**src/rtl/cache_ctrl.sv**
```systemverilog
// Cache management FSM between the CPU memory stage, a 2-way LRU data cache and main memory.
// Probes the cache, writes back a dirty victim line, refills the line word by word, then re-probes.
module cache_ctrl #(
  parameter int ADDR_BITS           = 32,
  parameter int TAG_BITS            = 23,
  parameter int SET_INDEX_WIDTH     = 5,
  parameter int ELEMENT_WORDS_WIDTH = 2
) (
  input  logic                 clk,
  input  logic                 rst,
  input  logic [ADDR_BITS-1:0] addr_rw,
  input  logic                 en_r,
  input  logic                 en_w,
  input  logic [2:0]           u_b_h_w,
  input  logic [31:0]          data_w,
  output logic [31:0]          data_r,
  output logic                 stall,
  output logic [ADDR_BITS-1:0] c_addr,
  output logic                 c_load,
  output logic                 c_edit,
  output logic                 c_store,
  output logic                 c_invalid,
  output logic [31:0]          c_din,
  output logic [2:0]           c_u_b_h_w,
  input  logic [31:0]          c_dout,
  input  logic                 c_hit,
  input  logic                 c_valid,
  input  logic                 c_dirty,
  input  logic [TAG_BITS-1:0]  c_tag,
  output logic                 mem_cs,
  output logic                 mem_we,
  output logic [ADDR_BITS-1:0] mem_addr,
  output logic [31:0]          mem_dout,
  input  logic [31:0]          mem_din,
  input  logic                 mem_ack
);

  localparam int IDX_LO = ELEMENT_WORDS_WIDTH + 2;
  localparam int TAG_LO = IDX_LO + SET_INDEX_WIDTH;
  localparam logic [2:0] WIDTH_WORD = 3'b010;

  typedef enum logic [2:0] {
    S_IDLE,
    S_CHECK,
    S_BK_RD,
    S_BK_WR,
    S_FILL,
    S_WAIT
  } state_t;

  state_t                         state_q, state_d;
  logic [ELEMENT_WORDS_WIDTH-1:0] cnt_q, cnt_d;
  logic [ADDR_BITS-1:0]           req_addr_q, req_addr_d;
  logic                           req_we_q, req_we_d;
  logic [TAG_BITS-1:0]            vtag_q, vtag_d;
  logic [31:0]                    data_r_q, data_r_d;
  logic [31:0]                    wb_q, wb_d;
  logic                           wb_first_q, wb_first_d;

  logic [SET_INDEX_WIDTH-1:0]     req_idx;
  logic [TAG_BITS-1:0]            req_tag;
  logic [ADDR_BITS-1:0]           victim_addr;
  logic [ADDR_BITS-1:0]           fill_addr;
  logic                           req;

  function automatic logic [ADDR_BITS-1:0] line_addr(
    input logic [TAG_BITS-1:0]            tag,
    input logic [SET_INDEX_WIDTH-1:0]     idx,
    input logic [ELEMENT_WORDS_WIDTH-1:0] word
  );
    return {tag, idx, word, 2'b00};
  endfunction

  assign req_idx     = req_addr_q[TAG_LO-1:IDX_LO];
  assign req_tag     = req_addr_q[ADDR_BITS-1:TAG_LO];
  assign victim_addr = line_addr(vtag_q, req_idx, cnt_q);
  assign fill_addr   = line_addr(req_tag, req_idx, cnt_q);
  assign req         = en_r | en_w;
  assign data_r      = data_r_q;

  always_comb begin
    state_d    = state_q;
    cnt_d      = cnt_q;
    req_addr_d = req_addr_q;
    req_we_d   = req_we_q;
    vtag_d     = vtag_q;
    data_r_d   = data_r_q;
    wb_d       = wb_q;
    wb_first_d = 1'b0;

    c_addr     = req_addr_q;
    c_load     = 1'b0;
    c_edit     = 1'b0;
    c_store    = 1'b0;
    c_invalid  = 1'b0;
    c_din      = '0;
    c_u_b_h_w  = WIDTH_WORD;
    mem_cs     = 1'b0;
    mem_we     = 1'b0;
    mem_addr   = fill_addr;
    mem_dout   = wb_q;
    stall      = req & ~((state_q == S_CHECK) & c_hit);

    case (state_q)
      S_IDLE: begin
        c_addr    = addr_rw;
        c_u_b_h_w = u_b_h_w;
        c_din     = data_w;
        if (req) begin
          c_load     = en_r & ~en_w;
          c_edit     = en_w;
          req_addr_d = addr_rw;
          req_we_d   = en_w;
          state_d    = S_CHECK;
        end
      end
      S_CHECK: begin
        // Status here belongs to the probe issued from IDLE; victim fields describe the LRU way.
        if (c_hit) begin
          if (!req_we_q) data_r_d = c_dout;
          state_d = S_IDLE;
        end else if (c_valid && c_dirty) begin
          vtag_d  = c_tag;
          cnt_d   = '0;
          state_d = S_BK_RD;
        end else begin
          cnt_d   = '0;
          state_d = S_FILL;
        end
      end
      S_BK_RD: begin
        c_addr     = victim_addr;
        wb_first_d = 1'b1;
        state_d    = S_BK_WR;
      end
      S_BK_WR: begin
        // Read data arrives only in the first BK_WR cycle; hold it for the rest of the write.
        c_addr   = victim_addr;
        mem_cs   = 1'b1;
        mem_we   = 1'b1;
        mem_addr = victim_addr;
        mem_dout = wb_first_q ? c_dout : wb_q;
        if (wb_first_q) wb_d = c_dout;
        if (mem_ack) begin
          cnt_d   = cnt_q + 1'b1;
          state_d = (&cnt_q) ? S_FILL : S_BK_RD;
        end
      end
      S_FILL: begin
        mem_cs = 1'b1;
        c_addr = fill_addr;
        if (mem_ack) begin
          c_store = 1'b1;
          c_din   = mem_din;
          cnt_d   = cnt_q + 1'b1;
          if (&cnt_q) state_d = S_WAIT;
        end
      end
      S_WAIT: begin
        state_d = S_IDLE;
      end
      default: begin
        state_d = S_IDLE;
      end
    endcase

    // Reset invalidates the set of the last request so a half-filled line is never trusted.
    if (rst) begin
      stall     = 1'b0;
      c_addr    = req_addr_q;
      c_load    = 1'b0;
      c_edit    = 1'b0;
      c_store   = 1'b0;
      c_invalid = 1'b1;
      c_din     = '0;
      mem_cs    = 1'b0;
      mem_we    = 1'b0;
      mem_addr  = '0;
      mem_dout  = '0;
    end
  end

  always_ff @(posedge clk) begin
    if (rst) begin
      state_q    <= S_IDLE;
      cnt_q      <= '0;
      data_r_q   <= '0;
      wb_first_q <= 1'b0;
    end else begin
      state_q    <= state_d;
      cnt_q      <= cnt_d;
      data_r_q   <= data_r_d;
      wb_first_q <= wb_first_d;
      req_addr_q <= req_addr_d;
      req_we_q   <= req_we_d;
      vtag_q     <= vtag_d;
      wb_q       <= wb_d;
    end
  end

endmodule

```
**config.mk**
```make
export PLATFORM = sky130hd
export DESIGN_NAME = cache_ctrl
export DESIGN_NICKNAME = d
export VERILOG_FILES = /design/src/rtl/cache_ctrl.sv
export SDC_FILE = /design/constraint.sdc
export NUM_CORES = 1
export LEC_CHECK = 0
export BUFFER_PORTS_ARGS = -buffer_cell sky130_fd_sc_hd__buf_2
export CAP_MARGIN = 20
export CORE_ASPECT_RATIO = 0.9
export CORE_MARGIN = 10
export CORE_UTILIZATION = 46
export DETAILED_ROUTE_END_ITERATION = 7
export GPL_TIMING_DRIVEN = 0
export PLACE_DENSITY = 0.88
export SLEW_MARGIN = 20
export SYNTH_ARGS = -nofsm -noshare
export SYNTH_HDL_FRONTEND = slang
export SYNTH_SLANG_ARGS = --single-unit
export TNS_END_PERCENT = 20
```
**constraint.sdc**
```tcl
create_clock -name clk -period 3.9 [get_ports clk]
set_input_delay 0.585 -clock clk [delete_from_list [all_inputs] [get_ports clk]]
set_output_delay 0.585 -clock clk [all_outputs]
set_load 0.05 [all_outputs]
```
==> metrics.yaml, run 1 <==
outcome:
  outcome: "finished clean"
critical_path:
  crit_chain: "buf_2, inv_1, nor2_1, clkbuf_1, a22oi_1, o21ai_0, buf_2"
  cp-end-kind: "output pin"
  critical_path_class: "reg -> out"
  cp_slowest_stage_delay_ns: 0.44
  cp_max_fo: 10
  cp_slowest_cell: "dfxtp_1"
  crit_top_cell: "buf_2"
  critPathArrivalTime_ns: 2.64
  required_ns: 3.31
  cp-start-kind: "flop"
die:
  row_count: 41
  die_area_mm2: 0.0194
  die_x_um: 146
  die-height_um: 133
  ios: 332
  core_area_mm2: 0.0140
  start_util_pct: 46.8
timing:
  worstMarginPinSlew_ns: 0.746
  hold_viol_final: 0
  fin_skew_ns: 0.00707
  finalSetupViolCount: 0
  min_period_ns: 3.23
  setup_ws_ns: 0.673
  fmax_mhz: 310
  slew_violations: 0
  fin_crit_sh_pct: 82.7
  rsz0062_at_grt: "no"
  max_slew_margin_pct: 50.0
route:
  wl_per_cell_um: 20.5
  totalWireLength_um: 24900
  firstDrtPassIters: 6
  post_drt_via_cell_ratio: 5.50
  postRouteAntennaNets: 0
  vias: 6687
  drt_iter0_markers: 634
  drc: 0
cts:
  cts_tree: "built"
  cts_buffer_depth: 2
  clkLatencyLatePin_ns: 0.42
  clkTransAtPathRegs_ns: 0.06
  cts_root_buf: "clkbuf_16"
  postCtsSetupBuffers: 0
  ctsHtreeMaxLevel: 4
  numCtsBuffers: 17
  ctsResizeCount: 0
  cts.sinks: 126
  cts_hold_buffers: 0
global_route:
  grt_max_degree: 24
  grtUsageTotal_pct: 24.5
  grt_pass1_vias: 6927
  overflow: 0
  grt_pass1_wl_um: 37700
  antenna_found_initial: 4
logic_synthesis:
  syn_inst: 650
  synthAdderAreaFrac_pct: 0.191
  yosys.area_share.simple_pct: 18.6
  synth_top_family_by_area: "simple AND/OR/NAND/NOR gates"
  synth_warnings: 0
  synth-async-reset-ratio_pct: 0
  synth-edff-count: 88
  syn_area_mm2: 0.00654
  synth_compound_area_share_pct: 16.3
  ys_types: 45
  synth_xor_area_share_pct: 0
  ys_ff_latch: 126
  synthFlopType: "edfxtp_1"
  syn_area_per_cell_um2: 10.1
  synth_mux_area_share_pct: 8.44
  yosysSeqAreaShare_pct: 52.1
power_and_ir_drop:
  seqPwrFrac_pct: 34.2
  p_sw_share_pct: 37.3
  p_int_mw: 2.85
  p_switching_mw: 1.69
  p_total_mw: 4.54
  ir_worst_vdd_uv: 311
  leakage_nw: 4.18
  combPwrFrac_pct: 30.2
  clkPwrFrac_pct: 35.6
  p_per_area_mw_per_mm2: 497
placed_design:
  portBuffers: 329
  place_hpwl_um: 18900
  pre_cts_ws_ns: 1.02
  gp_congestion: 0.913
job:
  maxCapViolCount: 0
min_path:
  hold_class: "in -> reg"
cells_and_area:
  final_nets: 1167
  layout-drive-gt1-share_pct: 43.2
  syn_to_final_growth_pct: 39.8
[Yosys cell counts (all sizes together), types with 2 or more instances]
library cell,n,share of area [%]
inv,3,0.17
a22o,2,0.27
a21oi,86,6.6
nor2b,9,0.86
a221oi,2,0.27
nand2b,2,0.19
and2,36,3.4
dfxtp,38,12
and3b,2,0.27
a22oi,55,6.3
edfxtp,88,40
nor2,43,2.5
clkbuf,26,1.5
nor3,4,0.38
a21o,2,0.23
mux2,39,8.4
buf,30,2.7
o31ai,2,0.23
nand2,116,6.8
nor3b,23,2.6
o21ai,23,1.8
nand3b,2,0.23
or2,2,0.19
[kinds of logic (layout without fill, tap and decap cells)]
kind of cell | count (synthesis) | after routing
fa+ha+maj | 1 | 1
mux | 39 | 39
buf+inv | 59 | 425
flops | 126 | 126
simple gates | 247 | 247
compound gates | 177 | 177
other cells | 1 | 7
[power by group through the flow]
| stage | sequential, mW | clock (mW) | combinational, mW |
|---|---|---|---|
| after floorplan | 1.62 | 0 | 0.923 |
| after global placement | 1.58 | 0 | 1.33 |
| after detailed placement | 1.58 | 0 | 1.36 |
| after CTS | 1.55 | 1.63 | 1.37 |
| after global routing | 1.56 | 1.69 | 1.44 |
| final | 1.55 | 1.62 | 1.37 |
[cells in the final DEF (no fill, tap or decap), drive strengths merged, types with 2 or more instances in the layout]
master and count:
a22o 2, nand2b 2, nor2b 9, clkbuf 46, buf 364, a22oi 55, o31ai 2, a21o 2
and2 36, conb 2, inv 10, o21ai 23, nor3 4, nor3b 23, dfxtp 38, and3b 2
a21oi 86, or2 2, clkinv 4, mux2 39, nand3b 2, nand2 116, nor2 43, a221oi 2
diode 5, edfxtp 88
[registers in the layout, indices dropped and copies added (netlist names)]
register    cells
wb_first_q      1
vtag_q         23
req_addr_q     32
cnt_q           2
req_we_q        1
state_q         3
data_r         32
wb_q           32
[per-layer routing]
metal	share of wire, %	track usage (%)	routed length (um)	vias to the layer above
met2	50	42.7	12600	395
met5	0	0	0	-
met4	2.7	10.5	681	0
li1	-	-	-	3052
met1	37	27.0	9290	3185
met3	9.5	7.63	2350	55
[path summary, 6_finish.rpt]
check	end	slack [ns]	from	cells past startpoint
worst max-delay path	c_addr[30]	0.67	state_q[1]$_SDFFE_PP0P_	7
worst min-delay path	vtag_q[17]$_DFFE_PP_	0.33	c_tag[17]	1
worst max register to register	req_addr_q[14]$_DFFE_PP_	1.57	state_q[1]$_SDFFE_PP0P_	4
worst min register to register	data_r[24]$_SDFFE_PP0P_	0.45	data_r[24]$_SDFFE_PP0P_	2
[critical path: cells and delay by family, from the launching register on]
kind | cells | cell delay, ns
AOI/OAI and AO/OA | 2 | 0.26
buffers and inverters | 4 | 1.14
and+or+nand+nor | 1 | 0.36
DFF | 1 | 0.44
[cell type report]
| cell class | instances | area, um^2 |
|---|---|---|
| flip-flops and latches | 126 | 3400 |
| well taps | 193 | 241 |
| plain buffers | 56 | 273 |
| repair buffers | 334 | 1730 |
| inverters | 3 | 11.3 |
| fillers | 1109 | 4810 |
| diodes | 5 | 12.5 |
| clock inverters | 12 | 121 |
| multi-input cells | 466 | 2870 |
| clock buffers | 20 | 479 |
[stage by stage]
step	instances	cell area, um^2	setup TNS [ns]	hold WS (ns)	util, %
final	1215	9140	0	0.333	65.5
after detailed placement	1178	8530	0	0.444	61.1
after CTS	1210	9130	0	0.322	65.4
after global routing	1214	9140	0	0.327	65.5
after global placement	1173	8430	-13.17	0.440	60.4
after floorplan	651	6540	0	0.483	-
No activity file was read; power rests on OpenSTA's default activity.
==> run 2: changes to the inputs <==
- CORE_UTILIZATION: 46 -> 42
- PLACE_DENSITY: 0.88 -> 0.85
- clock period: 3.9 -> 2.8 ns (I/O delays scaled with it)
==> run 2 against run 1 <==
  * Register-to-register slack lost 1.1 ns
  * Routed wire length down 0.52%
  * Combinational power grew 43%
  * Power rose by 35%
  * Worst setup slack lost 0.58 ns
  * Final cell count up 0.91%
  * Die area rose by 8.1%
  * First-iteration DRC count grew 8.7%
  * Largest power group is now registers
==> metrics.yaml, run 2 (synthesis gave the netlist of run 1 again) <==
route:
  wl_per_cell_um: 20.2
  totalWireLength_um: 24700
  vias: 6652
  drt_iter0_markers: 689
  postRouteAntennaNets: 0
  post_drt_via_cell_ratio: 5.43
  firstDrtPassIters: 6
  drc: 0
global_route:
  grt_max_degree: 28
  grt_pass1_wl_um: 36800
  overflow: 0
  antenna_found_initial: 4
  grt_pass1_vias: 6720
  grtUsageTotal_pct: 22.2
timing:
  min_period_ns: 2.71
  rsz0062_at_grt: "no"
  fin_skew_ns: 0.00675
  finalSetupViolCount: 0
  fin_crit_sh_pct: 96.7
  hold_viol_final: 0
  max_slew_margin_pct: 55.3
  worstMarginPinSlew_ns: 0.665
  slew_violations: 0
  fmax_mhz: 369
critical_path:
  required_ns: 2.38
  cp-end-kind: "output pin"
  cp_slowest_stage_delay_ns: 0.35
  cp_max_fo: 10
  r2r_cells: 4
  crit_top_cell: "buf_2"
  reg2reg_slack_ns: 0.46
  crit_chain: "or2_2, buf_2, buf_2, nor3b_1, a21oi_1, o21ai_0, buf_4"
  critical_path_class: "reg -> out"
  critPathArrivalTime_ns: 2.29
  cp_slowest_cell: "dfxtp_2"
  cp-start-kind: "flop"
power_and_ir_drop:
  p_switching_mw: 2.35
  ir_worst_vdd_uv: 498
  p_int_mw: 3.80
  leakage_nw: 4.18
  p_sw_share_pct: 38.2
  clkPwrFrac_pct: 33.0
  combPwrFrac_pct: 31.8
  seqPwrFrac_pct: 35.2
  p_per_area_mw_per_mm2: 671
job:
  maxCapViolCount: 0
cts:
  clkTransAtPathRegs_ns: 0.06
  cts_tree: "built"
  cts_buffer_depth: 2
  cts_root_buf: "clkbuf_16"
  cts.sinks: 126
  numCtsBuffers: 17
  cts_hold_buffers: 0
  ctsHtreeMaxLevel: 4
  clkLatencyLatePin_ns: 0.42
placed_design:
  place_hpwl_um: 19100
  gp_congestion: 0.875
  dp_cells: 1186
  portBuffers: 329
cells_and_area:
  stdcell_count: 1226
  syn_to_final_growth_pct: 40.3
  layout-drive-gt1-share_pct: 44.2
  final_nets: 1169
  layout_commonest_cell: "buf_2"
  layout_common_cells: "buf_2 (335), nand2_1 (115), edfxtp_1 (88)"
  utilization_pct: 59.8
die:
  ios: 332
  die_x_um: 151
  row_count: 43
  die_area_mm2: 0.0210
  core_area_mm2: 0.0153
  start_util_pct: 42.6
  die-height_um: 138
min_path:
  hold_class: "in -> reg"
  whs_path_depth: 1
outcome:
  outcome: "finished clean"
[run 2: cell types whose count changed in the layout (fill, tap and decap cells not counted), moves of 3 or more]
cell,delta
clkinvlp_4,+3
o21ai_0,-3
buf_4,+13
clkbuf_1,-5
clkbuf_2,+4
o21ai_1,+3
buf_2,-13
clkbuf_4,+4
[run 2: area by class of cell]
| cell class | count | area, um^2 |
|---|---|---|
| clock buffer | 18 | 429 |
| tap | 202 | 253 |
| inverter | 3 | 11.3 |
| multi-input combinational | 466 | 2890 |
| antenna | 5 | 12.5 |
| buffer | 55 | 277 |
| clock inverter | 14 | 111 |
| sequential | 126 | 3400 |
| fill | 1287 | 6160 |
| timing repair buffer | 337 | 1790 |
[run 2: routing by layer]
metal	up-vias	wire, um	GRT usage (%)
li1	3056	-	-
met1	3162	8950	24.8
met2	382	12400	37.5
met3	52	2580	6.69
met4	0	788	10.6
met5	-	0	0
[run 2: metrics by stage]
step                      setup WS (ns)  instance area, um^2  TNS (ns)  hold WS (ns)  total power, mW
after floorplan                 -0.0620                 6540     -1.43         0.483             3.54
after global placement            -1.34                 8440    -50.20         0.440             4.06
after detailed placement          0.173                 8520         0         0.443             4.10
after CTS                       -0.0550                 9070    -0.275         0.158             6.12
after global routing            0.00689                 9170         0         0.165             6.36
final                            0.0936                 9170         0         0.175             6.15
[run 2: power by group through the flow]
stage / logic, mW / registers [mW] / clock network (mW)
after global placement: 1.86 / 2.20 / 0
after floorplan: 1.29 / 2.25 / 0
final: 1.96 / 2.16 / 2.03
after detailed placement: 1.90 / 2.20 / 0
after CTS: 1.91 / 2.16 / 2.05
after global routing: 2.06 / 2.18 / 2.13
[run 2: path summary, 6_finish.rpt]
check,to,from
min reg2reg,data_r[7]$_SDFFE_PP0P_,data_r[7]$_SDFFE_PP0P_
max,c_addr[21],state_q[2]$_SDFFE_PP0P_
max reg2reg,req_addr_q[18]$_DFFE_PP_,state_q[1]$_SDFFE_PP0P_
min,vtag_q[20]$_DFFE_PP_,c_tag[20]
[run 2: what timing repair did]
item | in CTS | in global routing
setup endpoints to repair | 45 | 80
pin swaps | 0 | 2
gates cloned | 0 | 0
buffers inserted | 0 | 4
gates resized for setup | 3 | 33
[run 2: critical path: cells and delay by family (launching register included)]
kind	cells	cell delay, ns
buf+inv	3	0.64
simple gates	2	0.61
flops	1	0.35
compound gates	2	0.26
